<file path="src/rtl/system_mutex_lock_master.sv">
`default_nettype none
// ============================================================================
// Module   : system_mutex_lock_master
// Purpose  : Avalon-MM master that acquires and releases a hardware mutex
//            for a non-CPU client. It hides the write-then-verify acquire
//            protocol behind a level request/grant handshake. Failed attempts
//            are retried after a programmable back-off. An optional attempt
//            limit makes the block give up.
// Ports    : clk, reset          - clock, asynchronous active-high reset
//            acq_req, rel_req    - client level request / release request
//            granted, fail       - lock owned / gave up after MAX_ATTEMPTS
//            attempts            - attempts in current acquire (saturating)
//            last_owner          - owner field seen on last failed verify
//            m_*                 - Avalon-MM master towards the mutex slave
// Revision : 1.0 - initial release
// ============================================================================
module system_mutex_lock_master #(
  parameter logic [15:0] OWNER_ID     = 16'h0002,
  parameter logic [15:0] LOCK_VALUE   = 16'h0001,
  parameter int unsigned RETRY_DELAY  = 4,
  parameter int unsigned MAX_ATTEMPTS = 0
) (
  input  logic        clk,
  input  logic        reset,
  input  logic        acq_req,
  input  logic        rel_req,
  output logic        granted,
  output logic        fail,
  output logic [7:0]  attempts,
  output logic [15:0] last_owner,
  output logic        m_address,
  output logic        m_chipselect,
  output logic        m_write,
  output logic        m_read,
  output logic [31:0] m_writedata,
  input  logic [31:0] m_readdata
);

  localparam logic [2:0] c_IDLE   = 3'd0;
  localparam logic [2:0] c_ACQ_WR = 3'd1;
  localparam logic [2:0] c_ACQ_RD = 3'd2;
  localparam logic [2:0] c_WAIT   = 3'd3;
  localparam logic [2:0] c_HELD   = 3'd4;
  localparam logic [2:0] c_REL_WR = 3'd5;
  localparam logic [2:0] c_FAIL   = 3'd6;

  localparam logic [31:0] c_LOCK_WORD    = {OWNER_ID, LOCK_VALUE};
  localparam logic [31:0] c_RELEASE_WORD = {OWNER_ID, 16'h0000};
  localparam logic [7:0]  c_RETRY_DELAY  = RETRY_DELAY[7:0];
  localparam logic [7:0]  c_MAX_ATTEMPTS = MAX_ATTEMPTS[7:0];

  logic [2:0]  r_state;
  logic [2:0]  w_next;
  logic [7:0]  r_attempts;
  logic [15:0] r_last_owner;
  logic [7:0]  r_delay;
  logic        w_match;
  logic        w_limit;

  // The mutex slave answers in the same cycle as the read strobe, so the
  // verify decision is taken directly on m_readdata during ACQ_RD.
  assign w_match = (m_readdata == c_LOCK_WORD);
  // r_attempts already includes the attempt being verified.
  assign w_limit = (c_MAX_ATTEMPTS != 8'd0) && (r_attempts >= c_MAX_ATTEMPTS);

  // State register
  always_ff @(posedge clk or posedge reset) begin
    if (reset) begin
      r_state <= c_IDLE;
    end else begin
      r_state <= w_next;
    end
  end

  // Next-state logic
  always_comb begin
    w_next = r_state;
    case (r_state)
      c_IDLE: begin
        if (acq_req) w_next = c_ACQ_WR;
      end
      c_ACQ_WR: begin
        w_next = c_ACQ_RD;
      end
      c_ACQ_RD: begin
        if (w_match) begin
          // A won lock must be given back if the client already left.
          w_next = acq_req ? c_HELD : c_REL_WR;
        end else if (w_limit) begin
          w_next = c_FAIL;
        end else begin
          w_next = acq_req ? c_WAIT : c_IDLE;
        end
      end
      c_WAIT: begin
        if (!acq_req) begin
          w_next = c_IDLE;
        end else if (r_delay <= 8'd1) begin
          w_next = c_ACQ_WR;
        end
      end
      c_HELD: begin
        if (rel_req || !acq_req) w_next = c_REL_WR;
      end
      c_REL_WR: begin
        w_next = c_IDLE;
      end
      c_FAIL: begin
        if (!acq_req) w_next = c_IDLE;
      end
      default: begin
        w_next = c_IDLE;
      end
    endcase
  end

  // Attempt counter, captured owner and back-off counter
  always_ff @(posedge clk or posedge reset) begin
    if (reset) begin
      r_attempts   <= 8'd0;
      r_last_owner <= 16'd0;
      r_delay      <= 8'd0;
    end else begin
      case (r_state)
        c_IDLE: begin
          if (acq_req) r_attempts <= 8'd0;
        end
        c_ACQ_WR: begin
          if (r_attempts != 8'hFF) r_attempts <= r_attempts + 8'd1;
        end
        c_ACQ_RD: begin
          if (!w_match) begin
            r_last_owner <= m_readdata[31:16];
            r_delay      <= c_RETRY_DELAY;
          end
        end
        c_WAIT: begin
          r_delay <= r_delay - 8'd1;
        end
        default: begin
        end
      endcase
    end
  end

  // Moore output decode; address 1 (reset flag) is never selected.
  always_comb begin
    granted      = 1'b0;
    fail         = 1'b0;
    m_address    = 1'b0;
    m_chipselect = 1'b0;
    m_write      = 1'b0;
    m_read       = 1'b0;
    m_writedata  = 32'd0;
    case (r_state)
      c_ACQ_WR: begin
        m_chipselect = 1'b1;
        m_write      = 1'b1;
        m_writedata  = c_LOCK_WORD;
      end
      c_ACQ_RD: begin
        m_chipselect = 1'b1;
        m_read       = 1'b1;
      end
      c_HELD: begin
        granted = 1'b1;
      end
      c_REL_WR: begin
        m_chipselect = 1'b1;
        m_write      = 1'b1;
        m_writedata  = c_RELEASE_WORD;
      end
      c_FAIL: begin
        fail = 1'b1;
      end
      default: begin
      end
    endcase
  end

  assign attempts   = r_attempts;
  assign last_owner = r_last_owner;

endmodule
`default_nettype wire
</file>
<file path="config.mk">
export PLATFORM = sky130hd
export DESIGN_NAME = system_mutex_lock_master
export DESIGN_NICKNAME = d
export VERILOG_FILES = /design/src/rtl/system_mutex_lock_master.sv
export SDC_FILE = /design/constraint.sdc
export NUM_CORES = 1
export LEC_CHECK = 0
export CAP_MARGIN = 20
export CORE_MARGIN = 4
export CORE_UTILIZATION = 37
export DETAILED_ROUTE_END_ITERATION = 16
export PLACE_DENSITY = 0.88
export SYNTH_ARGS = -nofsm -noshare
export SYNTH_HDL_FRONTEND = slang
export SYNTH_SLANG_ARGS = --single-unit
</file>
<file path="constraint.sdc">
create_clock -name clk -period 1.45 [get_ports clk]
set_input_delay 0.145 -clock clk [delete_from_list [all_inputs] [get_ports clk]]
set_output_delay 0.145 -clock clk [all_outputs]
set_load 0.01 [all_outputs]
</file>
==> reports/qor.yml <==
logic_synthesis:
  synth_seq_cells: 35
  syn_area_per_cell_um2: 10.2
  yosys-top-cells-area: "dfrtp_1, buf_4, mux2_2"
  synth_warnings: 0
  yosysSeqAreaShare: 0.429
  async_flop_share: 1.00
  synth_top_area_frac: 0.429
  synth_cell_type_count: 41
  synth_area_um2: 2040
  synth_flop_cell: "dfrtp_1"
  synth_top_cell_by_area: "dfrtp_1"
  syn_inst: 201
  synth_edf_count: 0
die:
  die_w_um: 82.3
  top_level_ports: 98
  core_area_um2: 5240
  die-area_um2: 6770
  rows: 26
  initial_core_util: 0.390
  die_h_um: 82.3
critical_path:
  start_kind: "flip-flop"
  worst_ep_arrival_time_ns: 1.88
  required_ns: 1.69
  cp-end-kind: "flip-flop"
  critical_path_class: "flip-flop to flip-flop"
  crit_fanout: 4
clocking:
  cts_inserted_buffers: 5
  cts_max_level: 2
  cts_sinks: 35
  root_buffer: "clkbuf_8"
  cts_tree: "built"
  cts.clk_slew.worst_paths_ns: 0.08
  hold_buffers: 0
  clkLatencyLatePin_ns: 0.29
  cts_buffer_depth: 2
power_and_ir_drop:
  p_per_area_nw_per_um2: 1770
  power.leakage_nw: 1.67
  p_total_w: 0.00606
  vdd_drop_max_v: 0.000871
route:
  firstDrtPassIters: 4
  routed_via_density: 4.99
  drtAntennaViolNets: 0
  vias: 1946
  drt-initial-drc-count: 81
  wirelength_mm: 6.44
  drcViolationCount: 0
  wl_per_cell_um: 16.5
timing:
  skew_ns: 0.00958
  worst_slack_ns: -0.190
  clock.fmax_mhz: 610
  rsz0062_at_grt: "yes"
  final_hold_viol_count: 0
  setup_viol: 26
  holdWs_ns: 0.100
  min_period_ns: 1.64
  slew_violations: 0
  setup_tns_ns: -1.23
  finalCritPeriodShare: 1.13
global_routing:
  antenna_found_initial: 0
  grt_pass1_wl_mm: 9.39
  grt_max_degree: 23
  grtUsageTotal: 0.182
  grt_pass1_vias: 2014
  grt-ovfl-total: 0
layout:
  final_cell_mix: "buf_4, dfrtp_1, conb_1"
  layout_commonest_cell: "buf_4"
  multi_input_area_um2: 1340
  final_area_um2: 3420
  stdcell_count: 390
  final_nets: 359
  drive_above_1_share: 0.453
  fill_cells: 411
  diodes: 0
  area_growth_syn_to_layout_pct: 67.5
  seq_area_um2: 878
min_path:
  hold_path_class: "input port to flip-flop"
place:
  place_congestion: 0.828
  dpl_cell_area_um2: 3100
  post-dp-hpwl_mm: 4.25
  io_buffers: 66
  dp.cells: 371
status:
  status: "complete, but fails checks"
  failed_checks: "setup timing"
run:
  cap_violations: 0
-- report_power, final --
| part | switching [W] | internal [W] |
|---|---|---|
| registers | 0.000304 | 0.00137 |
| clock network | 0.000374 | 0.000336 |
| logic | 0.00158 | 0.00209 |
-- worst max-delay path: stages (launching register included) --
cell and delay (ns):
dfrtp_1 0.40, or4_4 0.56, or4_4 0.43, nand2_1 0.08, a22o_1 0.11
-- worst paths after layout --
path                                      from              to  slack, ns  depth (start not counted)
min in group asynchronous                reset   last_owner[5]       0.18                          3
worst max-delay path                r_delay[2]      r_delay[6]      -0.19                          4
max in group asynchronous                reset      r_state[0]       0.96                          3
worst min-delay path            m_readdata[30]  last_owner[14]       0.10                          2
worst min register to register   last_owner[9]   last_owner[9]       0.52                          1
worst max register to register      r_delay[2]      r_delay[6]      -0.19                          4
-- sequential cells by signal, summed over array words and instances (netlist names) --
register / cells
attempts: 8
last_owner: 16
r_state: 3
r_delay: 8
-- metrics by stage --
| stage | setup slack (ns) | util |
|---|---|---|
| 2_1_floorplan | -0.103 | - |
| 3_3_place_gp | -0.647 | 0.591 |
| 3_5_place_dp | -0.675 | 0.591 |
| 4_1_cts | -0.164 | 0.638 |
| 5_1_grt | -0.214 | 0.653 |
| 6_report | -0.190 | 0.653 |
-- area by class of cell --
class | count | share of cell area
inverters | 8 | 0.00878
multi-input cells | 150 | 0.390
clock inverters | 2 | 0.00366
well taps | 70 | 0.0256
repair buffers | 119 | 0.294
flip-flops and latches | 35 | 0.257
clock buffers | 6 | 0.0212
-- per-layer routing --
metal	routed length, um	GRT usage
met1	2330	0.193
met2	3520	0.339
met3	544	0.0618
met4	40	0.0465
met5	0	0
-- cell families (layout without fill, tap and decap cells) --
logic type | after synthesis | after routing | synth area share
xor gates and xnor gates | 3 | 3 | 0.0129
adders and majority gates | 4 | 4 | 0.0245
AOI/OAI and AO/OA | 40 | 40 | 0.131
muxes | 17 | 17 | 0.0931
and+or+nand+nor | 55 | 55 | 0.159
buffers and inverters | 46 | 135 | 0.149
other | 1 | 31 | 0.00184
DFF | 35 | 35 | 0.429
-- synthesized netlist by cell type (all sizes together) (3+ instances only) --
| library cell | n |
|---|---|
| nand2 | 8 |
| a21oi | 4 |
| nor4b | 3 |
| inv | 8 |
| nand4 | 4 |
| a22o | 4 |
| clkbuf | 3 |
| xnor2 | 3 |
| nor4 | 9 |
| o41ai | 3 |
| nand2b | 6 |
| nand3 | 3 |
| nor2b | 3 |
| nor2 | 10 |
| mux2 | 16 |
| o21ai | 17 |
| ha | 4 |
| dfrtp | 35 |
| buf | 35 |
| or3 | 3 |
-- timing repair --
item                                    in CTS  in global routing
endpoints found under the setup margin      44                 37
pin swaps                                   23                 21
buffers inserted                             6                  6
gates resized for setup                    147                 61
Note: power is estimated with default switching activity, not from simulation.
